**src/rtl/xnor_db_pkg.sv**
```systemverilog
// xnor_db_pkg: shared defaults and saturation helper for the xnor_db block
package xnor_db_pkg;
  localparam int WIDTH_DEF = 1;
  localparam int CNT_W_DEF = 8;
  function automatic int unsigned sat_val(input int unsigned w);
    return (w >= 32) ? 32'hFFFF_FFFF : (32'd1 << w) - 32'd1;
  endfunction
endpackage

```
**src/rtl/xnor_db_cnt.sv**
```systemverilog
// xnor_db_cnt: saturating run counter with sticky saturation flag
module xnor_db_cnt
  import xnor_db_pkg::*;
#(
  parameter int CNT_W = CNT_W_DEF
) (
  input  logic             clk,
  input  logic             rst,
  input  logic             clr,
  input  logic             inc,
  input  logic             zero,
  output logic [CNT_W-1:0] cnt,
  output logic             sat
);
  localparam logic [CNT_W-1:0] MAX = CNT_W'(sat_val(CNT_W));
  logic [CNT_W-1:0] w_nxt;
  always_comb w_nxt = zero ? '0 : (inc && cnt != MAX) ? cnt + CNT_W'(1'b1) : cnt;
  always_ff @(posedge clk or posedge rst)
    if (rst) begin
      cnt <= '0;
      sat <= 1'b0;
    end else if (clr) begin
      cnt <= '0;
      sat <= 1'b0;
    end else begin
      cnt <= w_nxt;
      sat <= sat | (w_nxt == MAX);
    end
endmodule

```
**src/rtl/xnor_db.sv**
```systemverilog
// xnor_db: bitwise XNOR with registered copy, equality flag, rise pulse
// and a saturating count of consecutive equal cycles
module xnor_db
  import xnor_db_pkg::*;
#(
  parameter int WIDTH = WIDTH_DEF,
  parameter int CNT_W = CNT_W_DEF
) (
  input  logic             clk,
  input  logic             rst,
  input  logic [WIDTH-1:0] x,
  input  logic [WIDTH-1:0] y,
  input  logic             clr,
  output logic [WIDTH-1:0] z,
  output logic [WIDTH-1:0] z_q,
  output logic             match,
  output logic             match_rise,
  output logic [CNT_W-1:0] match_cnt,
  output logic             cnt_sat
);
  logic             w_all;
  logic [WIDTH-1:0] r_z_q;
  logic             r_match;
  logic             r_match_rise;
  assign z          = ~(x ^ y);
  assign w_all      = &z;
  assign z_q        = r_z_q;
  assign match      = r_match;
  assign match_rise = r_match_rise;
  // match keeps tracking through clr; only the pulse is suppressed
  always_ff @(posedge clk or posedge rst)
    if (rst) begin
      r_z_q        <= '0;
      r_match      <= 1'b0;
      r_match_rise <= 1'b0;
    end else begin
      r_z_q        <= z;
      r_match      <= w_all;
      r_match_rise <= ~clr & w_all & ~r_match;
    end
  xnor_db_cnt #(.CNT_W(CNT_W)) u_cnt (
    .clk (clk),
    .rst (rst),
    .clr (clr),
    .inc (w_all),
    .zero(~w_all),
    .cnt (match_cnt),
    .sat (cnt_sat)
  );
endmodule

```
**config.mk**
```make
export PLATFORM = sky130hd
export DESIGN_NAME = xnor_db
export DESIGN_NICKNAME = d
export VERILOG_FILES = /design/src/rtl/xnor_db_pkg.sv /design/src/rtl/xnor_db_cnt.sv /design/src/rtl/xnor_db.sv
export SDC_FILE = /design/constraint.sdc
export NUM_CORES = 1
export LEC_CHECK = 0
export ABC_AREA = 1
export BUFFER_PORTS_ARGS = -buffer_cell sky130_fd_sc_hd__buf_2
export CORE_MARGIN = 1.5
export CORE_UTILIZATION = 48
export CTS_CLUSTER_SIZE = 12
export DETAILED_ROUTE_END_ITERATION = 10
export PLACE_DENSITY = 0.72
export SLEW_MARGIN = 0
export SYNTH_ARGS = -nofsm -noshare
export SYNTH_HDL_FRONTEND = slang
export SYNTH_SLANG_ARGS = --single-unit
```
**constraint.sdc**
```tcl
create_clock -name clk -period 2.1 [get_ports clk]
set_clock_uncertainty 0.05 [all_clocks]
set_input_delay 0.42 -clock clk [delete_from_list [all_inputs] [get_ports clk]]
set_output_delay 0.42 -clock clk [all_outputs]
set_load 0.05 [all_outputs]
```
# Word-level counts from Yosys, hierarchy flattened
# Cells that the tools add are included.
[word_totals]
word_cells = 19
in_bits = 5
out_inout_bits = 13
regBits = 11
[op_classes]
addsub = 1
bitwise_logic = 7
n_mux = 4
reduce_logical = 1
n_eq_ne = 2
[op_table]
columns = ["operator", "n"]
rows = [
  ["2-to-1 mux 8 bit", 3],
  ["adder 8 x 1 -> 8 bit, second input constant", 1],
  ["equality test 8 bit, second input constant", 1],
  ["!= test 8 bit, second input constant", 1],
  ["NOT 1 bit", 3],
  ["bitwise AND 1 bit", 2],
  ["logical AND 1 bit", 1],
  ["2-to-1 mux 1 bit", 1],
  ["OR 1 bit", 1],
  ["bitwise XOR 1 bit", 1],
]

# Logic depth before layout (Yosys ltp)
[logic_depth]
word_depth = 8
depth_mapped = 11
mapped_depth_nobuf = 11

# Modules after synthesis
# Synthesis repeated with hierarchy kept, for this count alone.
[hier_totals]
hier_cells = 102
area_unflattened_um2 = 701.9
[modules_own_cells]
columns = ["mod", "area_per_inst_um2", "seq_area_each_um2", "cells_each", "n_inst"]
rows = [
  ["xnor_db_cnt", 608.1, 225.2, 90, 1],
  ["xnor_db", 93.8, 50.0, 12, 1],
]

# Worst setup path after synthesis
# OpenSTA, ideal clock, no wires.
[synth_timing]
path_kind = "register to register"
from = "reg u_cnt.cnt[0]"
to = "reg u_cnt.sat"
path_slack_ns = 0.229
arrival_time_ns = 1.748
required_time_ns = 1.977
path_stages_with_launch = 10
path_buffers = 0
setup_time_ns = 0.073
synth_period_minus_slack_ns = 1.871
path_cell_list = "dfrtp_1 -> ha_1 -> nand2_1 -> nor2_4 -> nand2_4 -> nand3_1 -> nand3_1 -> nor2_1 -> nand3_1 -> a21oi_2"
[synth_via]
elab_chain_len = 7
elab_cells_between_ends = 8
cone_classes = "add/sub (1); eq/ne (2); mux (3); bitwise (1); reduce/logical (1)"
[synth_lines]
columns = ["item", "line_no", "source"]
rows = [
  ["from (decl)", "xnor_db_cnt.sv:12", "output logic [CNT_W-1:0] cnt,"],
  ["from (signal assigned)", "xnor_db_cnt.sv:26", "cnt <= w_nxt;"],
  ["parallel branches: the longest is 2 deep, another holds adder 8 x 1 -> 8 bit", "n/a", ""],
  ["2-to-1 mux 8 bit * (2 in a row)", "xnor_db_cnt.sv:17", "always_comb w_nxt = zero ? '0 : (inc && cnt != MAX) ? cnt + CNT_W'(1'b1) : cnt;"],
  ["equality test 8 bit *", "xnor_db_cnt.sv:27", "sat <= sat | (w_nxt == MAX);"],
  ["OR 1 bit *", "xnor_db_cnt.sv:27", ""],
  ["2-to-1 mux 1 bit *", "xnor_db_cnt.sv:22", "end else if (clr) begin"],
  ["to (signal assigned)", "xnor_db_cnt.sv:27", ""],
  ["to (decl)", "xnor_db_cnt.sv:13", "output logic sat"],
]
# Mark *: on every way between the ends.

# Final worst setup path
# Ends and elaborated chain as after synthesis.

==> flow_summary.yaml <==
run_status:
  status: "completed"
synth:
  ys_warn_count: 0
  syn_nets: 92
  synth.most_common_cell: "nand2_1"
  yosys.area.top_type: "dfrtp_1"
  synth_area_um2: 628.1
  syn_inst: 86
  synth_top_area_frac: 0.4382
  synth_seq_cells: 11
  avgSynthCellArea_um2: 7.304
  ys_async_sr_fraction: 1.000
  synth-edff-count: 0
  synth_ff_type: "dfrtp_1"
  synthDistinctLibCells: 17
  synthTopCellsByArea: "dfrtp_1 (44%), nand2_1 (12%), nor2_1 (11%)"
  synth-seq-area-share: 0.4382
  synth_common_cells: "nand2_1 (20), nor2_1 (19), dfrtp_1 (11), nand3_1 (11), inv_1 (9)"
setup_path:
  crit_fanout: 10
  setup.worst_path.end_class: "flip-flop"
  required_ns: 2.26
  critical_path_arrival_ns: 1.85
  r2r_end: "u_cnt.sat"
  worstSetupPathType: "flip-flop to flip-flop"
  regToRegStartpoint: "u_cnt.cnt[0]"
  critPathLaunchType: "flip-flop"
  regToRegSetupSlack_ns: 0.41
  worst_r2r_path_depth: 10
clock_tree:
  cts.repair.resized: 0
  htree_levels: 1
  cts_sinks: 11
  cts_root_buf: "clkbuf_4"
  cts_tree: "done"
  cts_buffers: 3
  worst_skew_pair.late_latency_ns: 0.28
  post_cts_buffers: 0
  cts_buffer_depth: 2
  ctsHoldBuffers: 0
  clkSlewWorstSetupHoldPaths_ns: 0.08
grt:
  grt_overflow_total: 0
  antenna_found_initial: 0
  grt.total_usage: 0.2291
  grt_max_degree: 12
  grt_pass1_wl_um: 2125
  grt_pass1_vias: 478
sta:
  rsz0062_at_grt: "no"
  fin_crit_ns: 1.693
  max_slew_margin: 0.7099
  worstMarginPinSlew_ns: 0.4347
  hold_viol_final: 0
  setup_viol: 0
  drv_slew: 0
  tns_ns: 0
  fmax_mhz: 590.7
  setup_ws_ns: 0.4072
  period_share: 0.8061
final_layout:
  nets: 113
  n_antenna_cell: 0
  drive_above_1_share: 0.2642
  area_delta_synth_final_pct: 19.32
floorplanning:
  coreArea_um2: 1156
  io_pins: 18
  die-area_um2: 1535
  dieHeight_um: 39.18
  die_w_um: 39.18
  initial_utilization: 0.5433
  rows: 12
route:
  drc: 0
  route.detailed.wl_per_inst_um: 11.20
  wl_um: 1344
  antenna_left: 0
  drt_iter0_drc: 14
  num_vias: 608
  first_pass_iters: 4
  drt-vias-per-instance: 5.067
hold_path:
  hp-class: "input pin to async pin"
power_and_ir_drop:
  ir_drop_mv: 0.4819
  power_density_nw_per_um2: 598.3
  power_uw: 448.4
  leakagePower_nw: 0.3937
flow_run:
  maxCapViolCount: 0
placed_design:
  place.gp.congestion: 0.8790
  port_buffers: 17
  hpwl_um: 1029
  dpl_worst_slack_ns: 0.4161
routing by layer:
metal | share of wire | vias up | global-route usage
met4 | 0.028 | 0 | 0.1810
met1 | 0.47 | 273 | 0.2971
met3 | 0.074 | 4 | 0.06936
li1 | - | 305 | -
met5 | 0 | - | 0
met2 | 0.43 | 26 | 0.3083
metrics by stage:
step           hold slack, ns  cell area (µm²)    util  std cells
3_5_place_dp           0.3806            723.2  0.6255        116
2_1_floorplan          0.2224            628.1       -         86
6_report              0.07554            749.5  0.6483        120
5_1_grt               0.09921            749.5  0.6483        120
3_3_place_gp           0.3753            723.2  0.6255        116
4_1_cts               0.08069            749.5  0.6483        120
layout by cell type, fill, tap and decap left out, drive strengths merged:
| cell type | count |
|---|---|
| inv | 11 |
| buf | 17 |
| o21ai | 1 |
| xor2 | 1 |
| nand3 | 11 |
| clkbuf | 4 |
| nand2 | 22 |
| dfrtp | 11 |
| or2 | 1 |
| a21oi | 3 |
| nor2 | 21 |
| clkinv | 2 |
| ha | 1 |
flip-flops by register name, indices dropped and copies added, names as in the netlist:
signal	flops
match	1
match_rise	1
u_cnt.cnt	8
u_cnt.sat	1
power breakdown:
group,switching (mW),internal (mW),total [mW]
Combinational,0.0615,0.0169,0.0784
Clock,0.0743,0.0736,0.148
Sequential,0.00456,0.218,0.222
Total,0.140,0.308,0.448
worst max-delay path: stages, from the launching register on:
cell and delay (ns):
dfrtp_1 0.43, ha_1 0.23, nand2_1 0.16, nor2_4 0.07, nand2_4 0.12, nand2_1 0.07, nand2_1 0.06, nand3_1 0.10
nor2_1 0.12, nand3_1 0.10, a21oi_2 0.13
worst max-delay path by stage:
stage | startpoint | endpoint | slack, ns
after global placement | y | z | 0.41
after CTS | y | z | 0.41
after floorplan | u_cnt.cnt[0] | u_cnt.sat | 0.23
final | u_cnt.cnt[0] | u_cnt.sat | 0.41
after global routing | u_cnt.cnt[0] | u_cnt.sat | 0.24
after detailed placement | y | z | 0.42
layout make-up:
class	count	area, µm²
Tap cell	14	17.52
Multi-Input combinational cell	61	296.5
Sequential cell	11	275.3
Timing Repair Buffer	17	85.08
Fill cell	112	406.6
Clock buffer	4	26.28
Inverter	13	48.80
kinds of logic (layout without fill, tap and decap cells):
logic type | Yosys count | count (layout) | share of synthesized area
and+or+nand+nor | 55 | 55 | 0.3944
AOI/OAI and AO/OA | 4 | 4 | 0.04383
xor gates and xnor gates | 1 | 1 | 0.01395
DFF | 11 | 11 | 0.4382
buffers and inverters | 14 | 34 | 0.08965
adders and majority gates | 1 | 1 | 0.01992
Power figures use the tool's default switching activity.
